[src/rtl/sort_n_floats_seq.sv]
// Sequential sorter for batches of N floating-point values.
//
// Elements stream in on the up handshake until N are buffered. The buffer is
// then bubble-sorted with one compare/swap per cycle using a single shared
// comparator, and the elements stream out in ascending order on the down
// handshake.
//
// Ports (sort_n_floats_seq):
//   clk        in   clock, all state changes on the rising edge
//   rst        in   synchronous active-high reset
//   up_valid   in   up_data holds an element
//   up_data    in   unsorted element (FLEN bits)
//   up_ready   out  element accepted this cycle (LOAD state)
//   down_valid out  down_data holds a sorted element (UNLOAD state)
//   down_data  out  sorted element, ascending
//   down_last  out  current down element is the last of the batch
//   down_err   out  batch aborted because a comparison hit a NaN
//   down_ready in   consumer accepts the current down element
//
// Ports (f_less_or_equal):
//   a, b  in   operands
//   res   out  a <= b (IEEE ordering, -0 == +0); 0 when err is set
//   err   out  at least one operand is NaN

// FLEN normally comes from the shared config header; fall back to FP64.
`ifndef FLEN
`define FLEN 64
`endif

module f_less_or_equal #(
  parameter int unsigned Flen = 64
) (
  input  logic [Flen-1:0] a,
  input  logic [Flen-1:0] b,
  output logic            res,
  output logic            err
);
  localparam int unsigned ExpW  = (Flen == 32) ? 8 : (Flen == 16) ? 5 : 11;
  localparam int unsigned MantW = Flen - 1 - ExpW;

  logic            sign_a, sign_b;
  logic [Flen-2:0] mag_a, mag_b;
  logic            nan_a, nan_b;

  assign sign_a = a[Flen-1];
  assign sign_b = b[Flen-1];
  assign mag_a  = a[Flen-2:0];
  assign mag_b  = b[Flen-2:0];
  assign nan_a  = (&a[Flen-2 -: ExpW]) && (|a[MantW-1:0]);
  assign nan_b  = (&b[Flen-2 -: ExpW]) && (|b[MantW-1:0]);

  always_comb begin
    err = nan_a | nan_b;
    res = 1'b0;
    if (!err) begin
      if (mag_a == '0 && mag_b == '0) begin
        res = 1'b1;                   // +0 and -0 compare equal
      end else if (sign_a != sign_b) begin
        res = sign_a;                 // negative is smaller
      end else if (!sign_a) begin
        res = (mag_a <= mag_b);
      end else begin
        res = (mag_a >= mag_b);       // larger magnitude is smaller when negative
      end
    end
  end
endmodule

module sort_n_floats_seq #(
  parameter int unsigned N = 8
) (
  input  logic              clk,
  input  logic              rst,
  input  logic              up_valid,
  input  logic [`FLEN-1:0]  up_data,
  output logic              up_ready,
  output logic              down_valid,
  output logic [`FLEN-1:0]  down_data,
  output logic              down_last,
  output logic              down_err,
  input  logic              down_ready
);
  localparam int unsigned Flen = `FLEN;
  localparam int unsigned IdxW = $clog2(N);

  typedef logic [IdxW-1:0] idx_t;
  typedef enum logic [1:0] {StLoad, StSort, StUnload} state_e;

  localparam idx_t LastIdx = idx_t'(N - 1);
  localparam idx_t LastCmp = idx_t'(N - 2);

  state_e          state_q, state_d;
  idx_t            wr_idx_q, wr_idx_d;
  idx_t            rd_idx_q, rd_idx_d;
  idx_t            cmp_idx_q, cmp_idx_d;
  idx_t            pass_q, pass_d;
  logic            swapped_q, swapped_d;
  logic            err_flag_q, err_flag_d;
  logic [Flen-1:0] buf_q [N];

  idx_t            cmp_nxt;
  logic [Flen-1:0] cmp_a, cmp_b;
  logic            cmp_res, cmp_err;
  logic            load_fire, swap;

  assign cmp_nxt = cmp_idx_q + idx_t'(1);
  assign cmp_a   = buf_q[cmp_idx_q];
  assign cmp_b   = buf_q[cmp_nxt];

  f_less_or_equal #(
    .Flen (Flen)
  ) u_cmp (
    .a   (cmp_a),
    .b   (cmp_b),
    .res (cmp_res),
    .err (cmp_err)
  );

  assign load_fire = (state_q == StLoad) && up_valid;
  assign swap      = (state_q == StSort) && !cmp_res && !cmp_err;

  always_comb begin
    state_d    = state_q;
    wr_idx_d   = wr_idx_q;
    rd_idx_d   = rd_idx_q;
    cmp_idx_d  = cmp_idx_q;
    pass_d     = pass_q;
    swapped_d  = swapped_q;
    err_flag_d = err_flag_q;

    unique case (state_q)
      StLoad: begin
        if (up_valid) begin
          if (wr_idx_q == LastIdx) begin
            state_d    = StSort;
            wr_idx_d   = '0;
            cmp_idx_d  = '0;
            pass_d     = '0;
            swapped_d  = 1'b0;
            err_flag_d = 1'b0;
          end else begin
            wr_idx_d = wr_idx_q + idx_t'(1);
          end
        end
      end
      StSort: begin
        if (cmp_err) begin
          err_flag_d = 1'b1;
          state_d    = StUnload;
          rd_idx_d   = '0;
        end else begin
          if (swap) begin
            swapped_d = 1'b1;
          end
          if (cmp_idx_q == LastCmp) begin
            // A pass with no swaps means the buffer is already ordered.
            if (!(swapped_q || swap) || pass_q == LastCmp) begin
              state_d  = StUnload;
              rd_idx_d = '0;
            end else begin
              pass_d    = pass_q + idx_t'(1);
              swapped_d = 1'b0;
              cmp_idx_d = '0;
            end
          end else begin
            cmp_idx_d = cmp_nxt;
          end
        end
      end
      StUnload: begin
        if (down_ready) begin
          if (rd_idx_q == LastIdx) begin
            state_d  = StLoad;
            rd_idx_d = '0;
            wr_idx_d = '0;
          end else begin
            rd_idx_d = rd_idx_q + idx_t'(1);
          end
        end
      end
      default: state_d = StLoad;
    endcase
  end

  always_ff @(posedge clk) begin
    if (rst) begin
      state_q    <= StLoad;
      wr_idx_q   <= '0;
      rd_idx_q   <= '0;
      cmp_idx_q  <= '0;
      pass_q     <= '0;
      swapped_q  <= 1'b0;
      err_flag_q <= 1'b0;
    end else begin
      state_q    <= state_d;
      wr_idx_q   <= wr_idx_d;
      rd_idx_q   <= rd_idx_d;
      cmp_idx_q  <= cmp_idx_d;
      pass_q     <= pass_d;
      swapped_q  <= swapped_d;
      err_flag_q <= err_flag_d;
    end
  end

  // Buffer carries no reset; its contents are only visible in UNLOAD.
  always_ff @(posedge clk) begin
    if (!rst) begin
      if (load_fire) begin
        buf_q[wr_idx_q] <= up_data;
      end
      if (swap) begin
        buf_q[cmp_idx_q] <= cmp_b;
        buf_q[cmp_nxt]   <= cmp_a;
      end
    end
  end

  always_comb begin
    up_ready   = 1'b0;
    down_valid = 1'b0;
    down_data  = '0;
    down_last  = 1'b0;
    down_err   = 1'b0;
    if (state_q == StLoad) begin
      up_ready = 1'b1;
    end
    if (state_q == StUnload) begin
      down_valid = 1'b1;
      down_data  = buf_q[rd_idx_q];
      down_last  = (rd_idx_q == LastIdx);
      down_err   = err_flag_q;
    end
  end
endmodule

[config.mk]
export PLATFORM = sky130hd
export DESIGN_NAME = sort_n_floats_seq
export DESIGN_NICKNAME = d
export VERILOG_FILES = /design/src/rtl/sort_n_floats_seq.sv
export SDC_FILE = /design/constraint.sdc
export NUM_CORES = 1
export LEC_CHECK = 0
export ABC_CLOCK_PERIOD_IN_PS = 13400
export CAP_MARGIN = 20
export CORE_UTILIZATION = 60
export DETAILED_ROUTE_END_ITERATION = 8
export HOLD_SLACK_MARGIN = 0.06
export PLACE_DENSITY = 0.74
export SLEW_MARGIN = 20
export SYNTH_ARGS = -nofsm -noshare
export SYNTH_HDL_FRONTEND = slang
export SYNTH_SLANG_ARGS = --single-unit
[constraint.sdc]
create_clock -name clk -period 13.4 [get_ports clk]
set_input_delay 4.02 -clock clk [delete_from_list [all_inputs] [get_ports clk]]
set_output_delay 4.02 -clock clk [all_outputs]
set_load 0.02 [all_outputs]
* Word level (Yosys, flattened, before mapping)
Memories as Yosys holds them, arrays and structs flattened. A register that Yosys moved wholly into a read port is not among the register bits.
Index checks and enable logic that the tools add are counted.
** Operators by class
- Add/sub/neg operators :: 4
- Multiply operators :: 0
- Divide/modulo/power cells :: 0
- Magnitude comparators :: 2
- Eq/ne operators :: 18
- Shifts and indexed selects :: 0
- Mux-type cells :: 60
- Bitwise gates (word level) :: 1
- Reductions and logical operators :: 29
** Operators with widths (number)
- 64-bit 2-to-1 mux :: 2
- 63-bit logical NOT :: 2
- 52-bit OR reduction :: 2
- 3-bit 2-to-1 mux :: 22
- 64-bit OR reduction :: 1
- 63-bit >= comparator :: 1
- 63-bit <= comparator :: 1
- 3-bit one-hot mux with 2 select lines :: 4
- 1-bit 2-to-1 mux :: 22
- 11-bit AND reduction :: 2
- 4-bit AND reduction :: 4
- 2-bit 2-to-1 mux :: 7
- 3-bit by 1-bit adder with 3-bit output, second input constant :: 4
- 3-bit equality test, second input constant :: 4
- 2-bit inequality test, second input constant :: 6
- 6-bit AND reduction :: 2
- 1-bit logical AND :: 6
- 3-bit by 2-bit inequality test with 1-bit output, second input constant :: 2
- 2-bit one-hot mux with 3 select lines :: 1
- 2-bit nonzero test :: 3
- 5-bit AND reduction :: 1
- 2-bit by 1-bit inequality test with 1-bit output, second input constant :: 2
- 1-bit one-hot mux with 2 select lines :: 2
- 1-bit logical NOT :: 3
- other kinds (7) :: 8
** Storage, ports and cells
- Register bits after elaboration :: 16
- Bits in latches :: 0
- Memory bits (writable) :: 512
- ROM bits :: 0
- Input bits :: 68
- Output and inout port bits :: 68
- Logic and storage cells :: 122
- Memories :: 1
** Memory list
- buf_q :: depth 8, width 64, read ports 3, clocked after Yosys merged registers in 2, wr ports 2, RTL line 99 : logic [Flen-1:0] buf_q [N];

* Depth between registers and ports, before layout
Gate-level depths: netlist (run 1).
An unclocked memory read counts as a cell.
- Depth in word-level cells :: 19
- Depth in mapped cells :: 28
- Mapped depth without buffers :: 19

* By module
From an unflattened synthesis (run 1), not the netlist that was laid out.
** Unflattened totals
- Cell total of the unflattened synthesis :: 3284
- Area, all modules :: 38002.7 µm²
** Modules (own cells, without submodules)
- sort_n_floats_seq :: instances 1, cells an instance 3000, area an instance 36059.6 µm², seq. area each 15815.2 µm²
- f_less_or_equal :: instances 1, cells an instance 284, area an instance 1943.1 µm², seq. area each 0.0 µm²

* Least setup slack after synthesis (run 1)
OpenSTA, ideal clock, no wires.
- Path kind :: register to register
- Start :: register with a tool-made name
- End :: memory buf_q[6][0], enable pin
- Library setup time :: 0.582 ns
- Data arrival time :: 10.159 ns
- Data required time :: 12.818 ns
- Slack :: 2.659 ns
- Stages on the path, launching flop included :: 26
- Path buffers :: 10
- Period minus slack after synthesis :: 10.741 ns
- Cells stage by stage :: dfxtp_1 > clkbuf_1 > buf_2 > buf_2 > buf_2 > buf_1 > clkbuf_1 > buf_1 > mux4_2 > mux2i_1 > inv_1 > ha_1 > nor2b_1 > o21ai_0 > a21oi_1 > o21a_1 > o311ai_0 > a211oi_1 > mux2i_1 > o21ai_0 > nor3_4 > buf_6 > buf_8 > buf_8 > mux2i_1 > o31ai_1
** RTL lines (RTL line)
- end: declaration :: 99

==> results of run 1 <==
==> Yosys cell counts (5+ instances only) <==
cell type / n
a21oi_1: 46
nor2_1: 122
nand2_1: 59
or4_1: 16
dfxtp_1: 22
nor3b_1: 8
clkbuf_1: 60
a211oi_1: 11
nor2b_1: 6
ha_1: 74
buf_1: 37
buf_12: 12
a21o_1: 17
edfxtp_1: 512
mux2_2: 33
mux2i_1: 827
a211o_1: 5
nand4_1: 25
o211ai_1: 6
mux2i_2: 21
inv_1: 137
o311ai_0: 7
nand3_1: 22
nand2b_1: 12
o31ai_1: 5
nand3b_1: 8
buf_6: 12
nor3_1: 52
nor4_1: 26
mux4_2: 346
buf_2: 73
buf_4: 17
a221oi_1: 6
o21ai_0: 29
==> path summary, 6_finish.rpt <==
check	from	end	slack, ns	depth (start not counted)
worst min-delay path	pass_q[1]	pass_q[1]	0.49	2
worst min register to register	pass_q[1]	pass_q[1]	0.49	2
worst max-delay path	cmp_idx_q[0]	buf_q[5][12]	3.85	19
worst max register to register	cmp_idx_q[0]	buf_q[5][12]	3.85	19
==> stage by stage <==
| step | total power [mW] | cell area (um^2) |
|---|---|---|
| 2_1_floorplan | 2.23 | 38400 |
| 3_3_place_gp | 2.36 | 40100 |
| 3_5_place_dp | 2.38 | 40100 |
| 4_1_cts | 4.18 | 42300 |
| 5_1_grt | 4.29 | 42300 |
| 6_report | 4.21 | 42300 |
==> where the power goes <==
| group | internal (mW) | switching [mW] |
|---|---|---|
| logic | 0.179 | 0.266 |
| registers | 1.88 | 0.0312 |
| clock network | 1.11 | 0.746 |
==> kinds of logic (layout without fill, tap and decap cells) <==
family	count (synthesis)	after routing	share of synthesized area [%]
mux	1227	1227	43.6
flops	534	534	41.2
simple gates	376	376	4.91
buf+inv	355	437	4.74
compound gates	169	169	2.97
fa+ha+maj	74	74	2.41
xor+xnor	4	4	0.111
==> layout make-up <==
| cell class | count | share of cell area [%] |
|---|---|---|
| repair buffers | 183 | 4.26 |
| flip-flops and latches | 534 | 37.4 |
| inverters | 140 | 1.25 |
| multi-input cells | 1850 | 49.4 |
| clock buffers | 74 | 3.92 |
| well taps | 846 | 2.50 |
| clock inverters | 40 | 1.22 |
==> worst register-to-register path: cells and delay by family, from the launching register on <==
kind            cells  cell delay [ns]
buf+inv             4             2.44
compound gates      8             2.63
fa+ha+maj           2             1.13
mux                 2             0.96
simple gates        3             1.12
flops               1             0.88
==> layer usage <==
layer	vias to the layer above	part of all wire, %
li1	11100	-
met1	14000	37
met2	2221	46
met3	377	12
met4	0	4.6
met5	-	0
==> state kept, by name, summed over array words and instances (netlist names), named ones only <==
| name | flops |
|---|---|
| buf_q | 512 |
| cmp_idx_q | 3 |
| err_flag_q | 1 |
| pass_q | 3 |
| rd_idx_q | 3 |
| state_q | 2 |
| swapped_q | 1 |
| wr_idx_q | 3 |
==> summary.md, run 1 <==
| Metric | Value |
|---|---|
| Critical Path Source Type | register |
| Async S/R FF share, synth | 0% |
| Top delay family on crit path | compound AO/OA/AOI/OAI gates |
| Tmin final | 9.55 ns |
| Later-pin clock latency in the skew report | 0.67 ns |
| Total global routing overflow | 0 |
| Slew @ Worst Pin | 1.18 ns |
| # resized after CTS | 0 |
| Status | complete, no violations |
| Synthesized area per cell | 14.0 um^2 |
| Worst Hold Class | register to register |
| DR WL/cell | 33.9 um |
| # Post-CTS Setup Buffers | 0 |
| Setup crit end kind | register |
| Gr busiest metal | met2 |
| Peak Freq | 0.105 GHz |
| Post-layout util | 67.1% |
| # fillers | 4593 |
| Synthesized cell area | 38400 um^2 |
| Yosys top cell by area | edfxtp_1 |
| Arrival @ worst endpoint | 9.84 ns |
| Final hold violation count | 0 |
| Dpl cells | 3552 |
| Unrepaired setup endpoints after global routing | no |
| Maximum vdd drop | 0.105 mV |
| I/O Buffers | 135 |
| Post-route DRC | 0 |
| Synthesized Nets | 2881 |
| CTS tree | yes |
| Max-cap violations | 0 |
| Overall routing resource usage | 38.7% |
| Final worst setup slack | 3.85 ns |
| Final cell count without fillers | 3667 |
| Setup TNS | 0 ns |
| Root Driver | clkbuf_16 |
| Initial antenna violation count | 0 |
| Top fanout value on the critical path | 44 |
| Die ar. | 64900 um^2 |
| Post-synth cell types | 70 |
| Largest net degree at the start of global routing | 167 |
| DRT Wirelength | 124000 um |
| Layout cell share with drive strength beyond 1 | 20.8% |
| # nets final | 2912 |
| Area of the multi-input gates | 20900 um^2 |
| Starting density of the core | 60.8% |
| Most frequent cells in the layout | mux2i_1, edfxtp_1, mux4_2 |
| CORE AREA | 63100 um^2 |
| DRT iter0 DRCs | 3683 |
| Yosys warns | 0 |
| CP bufs+invs | 4 |
| Worst Path Class, Setup | register to register |
| Crit-path cells | inv_2 > ha_4 > buf_4 > nor2_1 > a221oi_1 > ha_1 > a21oi_1 > o21ai_0 > a221oi_1 > o21ai_0 > nor2_1 > a211oi_1 > mux2i_1 > o21ai_0 > nor3_4 > buf_4 > mux2i_1 > a21o_4 > buf_4 |
| Crit-path slowest cell | dfxtp_4 |
| Die Wd | 255 um |
| Grt met3 use | 7.07% |
| CTS Buffer Depth | 3 |
| Max stage delay on crit path | 0.88 ns |
| Synth Flop Type | edfxtp_1 |
| CTS Buf Count | 61 |
| Commonest non-fill, non-tap cell in the layout | mux2i_1 |
| CTS sink count | 534 |
| Req. time, crit path | 13.69 ns |
| Max-slew violations | 0 |
| H-tree levels | 2 |
| Grt met2 use | 59.2% |
| # rows | 92 |
| M1 GR Usage | 54.5% |
| Final hold slack | 0.489 ns |
| Rel. slew slack | 21.4% |
| Gpl congestion | 0.955 |
| Top post-synthesis cells by area | edfxtp_1, mux2i_1, mux4_2 |
| Clock Skew | 0.0321 ns |
| Vias in the first global route | 27700 |
| Area grow syn2layout | 10.3% |
| Syn Inst Count | 2739 |
| Ant diodes | 0 |
| Detail Placement HPWL | 76500 um |
| Pre-CTS setup slack | 4.04 ns |
| Die Ht | 255 um |
| Final setup viols | 0 |
| Leak | 15.0 nW |
| Synth top area share | 40.1% |
| Boundary pin count | 136 |
| EDFF count, synth | 512 |
| FF+latch count, synth | 534 |
| Antenna Nets Post-Route | 0 |
| Register area | 15800 um^2 |
| Routed vias/inst | 7.55 |
| Vias | 27700 |
| Drt pass-1 iters | 5 |
| Seq/Total Area, Yosys | 41.2% |
| Tcrit/Tclk final | 71.3% |
| Power per cell area | 99.5 nW/um^2 |
| Clock transition at path regs | 0.07 ns |
| Hold-fix buffer count after cts | 0 |
| First-pass GRT wire length | 183000 um |
Power figures use the tool's default switching activity.
==> inputs of run 2 (changes only) <==
--- a/config.mk
+++ b/config.mk
@@ -5,7 +5,7 @@
 export SDC_FILE = /design/constraint.sdc
 export NUM_CORES = 1
 export LEC_CHECK = 0
-export ABC_CLOCK_PERIOD_IN_PS = 13400
+export ABC_CLOCK_PERIOD_IN_PS = 8900
 export CAP_MARGIN = 20
 export CORE_UTILIZATION = 60
 export DETAILED_ROUTE_END_ITERATION = 8
==> constraint.sdc (replaced) <==
create_clock -name clk -period 8.9 [get_ports clk]
set_input_delay 2.67 -clock clk [delete_from_list [all_inputs] [get_ports clk]]
set_output_delay 2.67 -clock clk [all_outputs]
set_load 0.02 [all_outputs]
==> run 2 against run 1 <==
Via count barely moved. Power up 42%. Non-clock buffer count grew 38. Clock power rose by 32%. Combinational power grew 52%. Largest power group unchanged. Maximum frequency is 16% higher. Critical endpoint is now buf_q[5][25].
==> summary.md, run 2 (synthesis results as in run 1) <==
| Metric | Value |
|---|---|
| Status | complete, no violations |
| Gpl congestion | 0.941 |
| CTS Buf Count | 59 |
| Final cell count without fillers | 3699 |
| Detail Placement HPWL | 77200 um |
| Power per cell area | 141 nW/um^2 |
| I/O Buffers | 135 |
| Worst Hold Class | register to register |
| H-tree levels | 2 |
| CTS Buffer Depth | 3 |
| Post-route DRC | 0 |
| Setup crit end kind | register |
| Root Driver | clkbuf_16 |
| Arrival @ worst endpoint | 8.53 ns |
| First-pass GRT wire length | 183000 um |
| Critical Path Source Type | register |
| CORE AREA | 63100 um^2 |
| Overall routing resource usage | 38.5% |
| Worst Path Class, Setup | register to register |
| Tmin final | 8.20 ns |
| Boundary pin count | 136 |
| CTS tree | yes |
| DRT Wirelength | 123000 um |
| Ant diodes | 0 |
| Top fanout value on the critical path | 31 |
| Post-route cell area | 42400 um^2 |
| Total global routing overflow | 0 |
| Worst setup path startpoint | cmp_idx_q[0] |
| DR WL/cell | 33.3 um |
| Vias | 27700 |
| Drt pass-1 iters | 6 |
| Die ar. | 64900 um^2 |
| Rel. slew slack | 24.6% |
| CTS sink count | 534 |
| # resized after CTS | 0 |
| Maximum vdd drop | 0.144 mV |
| Max-slew violations | 0 |
| Tcrit/Tclk final | 92.1% |
| Reg2Reg Launch Point | cmp_idx_q[0] |
| Layout cell share with drive strength beyond 1 | 21.1% |
| Largest register FFs | 512 |
| Largest Register | buf_q |
| Hold_sp | rd_idx_q[2] |
| Starting density of the core | 60.8% |
| Routed vias/inst | 7.48 |
| Vias in the first global route | 28100 |
| Final hold violation count | 0 |
| Die Wd | 255 um |
| Peak Freq | 0.122 GHz |
| Final setup viols | 0 |
| Clock Skew | 0.0324 ns |
| Antenna Nets Post-Route | 0 |
| DRT iter0 DRCs | 3453 |
| # Post-CTS Setup Buffers | 0 |
| Largest net degree at the start of global routing | 105 |
| Post-layout util | 67.3% |
| Unrepaired setup endpoints after global routing | no |
| Slew @ Worst Pin | 1.13 ns |
| Dpl cells | 3590 |
| # nets final | 2948 |
| Hold-fix buffer count after cts | 0 |
| Die Ht | 255 um |
| Clock transition at path regs | 0.06 ns |
| Area grow syn2layout | 10.6% |
| # rows | 92 |
| Leak | 15.0 nW |
| Max-cap violations | 0 |
| Setup TNS | 0 ns |
| Initial antenna violation count | 1 |
| Later-pin clock latency in the skew report | 0.66 ns |
| Req. time, crit path | 9.23 ns |
| Most frequent cells in the layout | mux2i_1, edfxtp_1, mux4_2 |
| Tot Pwr | 5.99 mW |
| Commonest non-fill, non-tap cell in the layout | mux2i_1 |
| Placed cell area | 40600 um^2 |
## run 2: cell count changes in the layout (fill, tap and decap cells not counted), sizes merged
cell	previous run	this run
buf	48	86
bufinv	12	5
clkbuf	74	81
clkinv	23	18
clkinvlp	4	1
inv	141	143
## run 2: final timing paths
path	slack (ns)	cells after the start	end
setup / recovery	0.70	18	buf_q[5][25]
hold / removal	0.49	2	register
setup reg to reg	0.70	18	buf_q[5][25]
hold reg to reg	0.49	2	register
## run 2: critical path, cell delays in order, from the launching register on
cell and delay (ns):
dfxtp_4 0.67, ha_1 0.50, xor2_4 0.87, buf_4 0.34, mux4_2 0.32, a221oi_1 0.72
ha_1 0.38, a21o_1 0.16, a21o_1 0.17, a211oi_1 0.31, o31ai_1 0.19, a22oi_1 0.33
o311ai_0 0.22, mux2i_1 0.25, o21ai_0 0.27, nor3_4 0.50, mux2i_1 0.71, a21o_4 0.64
buf_12 0.29
## run 2: layer usage
metal	vias to the layer above	routed length, um	global-route usage [%]
met5	-	15	0
met4	2	6250	17.5
met3	389	15200	8.81
met2	2108	56400	59.1
met1	14000	45400	52.5
li1	11200	-	-
## run 2: cell type report
type | count | area, um^2
Clock inverter | 27 | 264
Timing Repair Buffer | 221 | 2250
Tap cell | 846 | 1060
Inverter | 140 | 528
Fill cell | 4556 | 20700
Multi-Input combinational cell | 1850 | 20900
Clock buffer | 81 | 1580
Sequential cell | 534 | 15800
## run 2: power by group
part | internal (mW) | leakage, nW | total [mW] | switching (mW)
combinational | 0.279 | 9.32 | 0.678 | 0.399
sequential | 2.83 | 4.81 | 2.88 | 0.0470
clock | 1.38 | 0.894 | 2.44 | 1.06
total | 4.49 | 15.0 | 5.99 | 1.50
## run 2: per-stage QoR
stage,setup WS [ns],hold WS (ns)
2_1_floorplan,0.0579,0.455
6_report,0.699,0.490
4_1_cts,0.907,0.490
3_3_place_gp,1.05,0.469
5_1_grt,0.614,0.517
3_5_place_dp,0.979,0.480
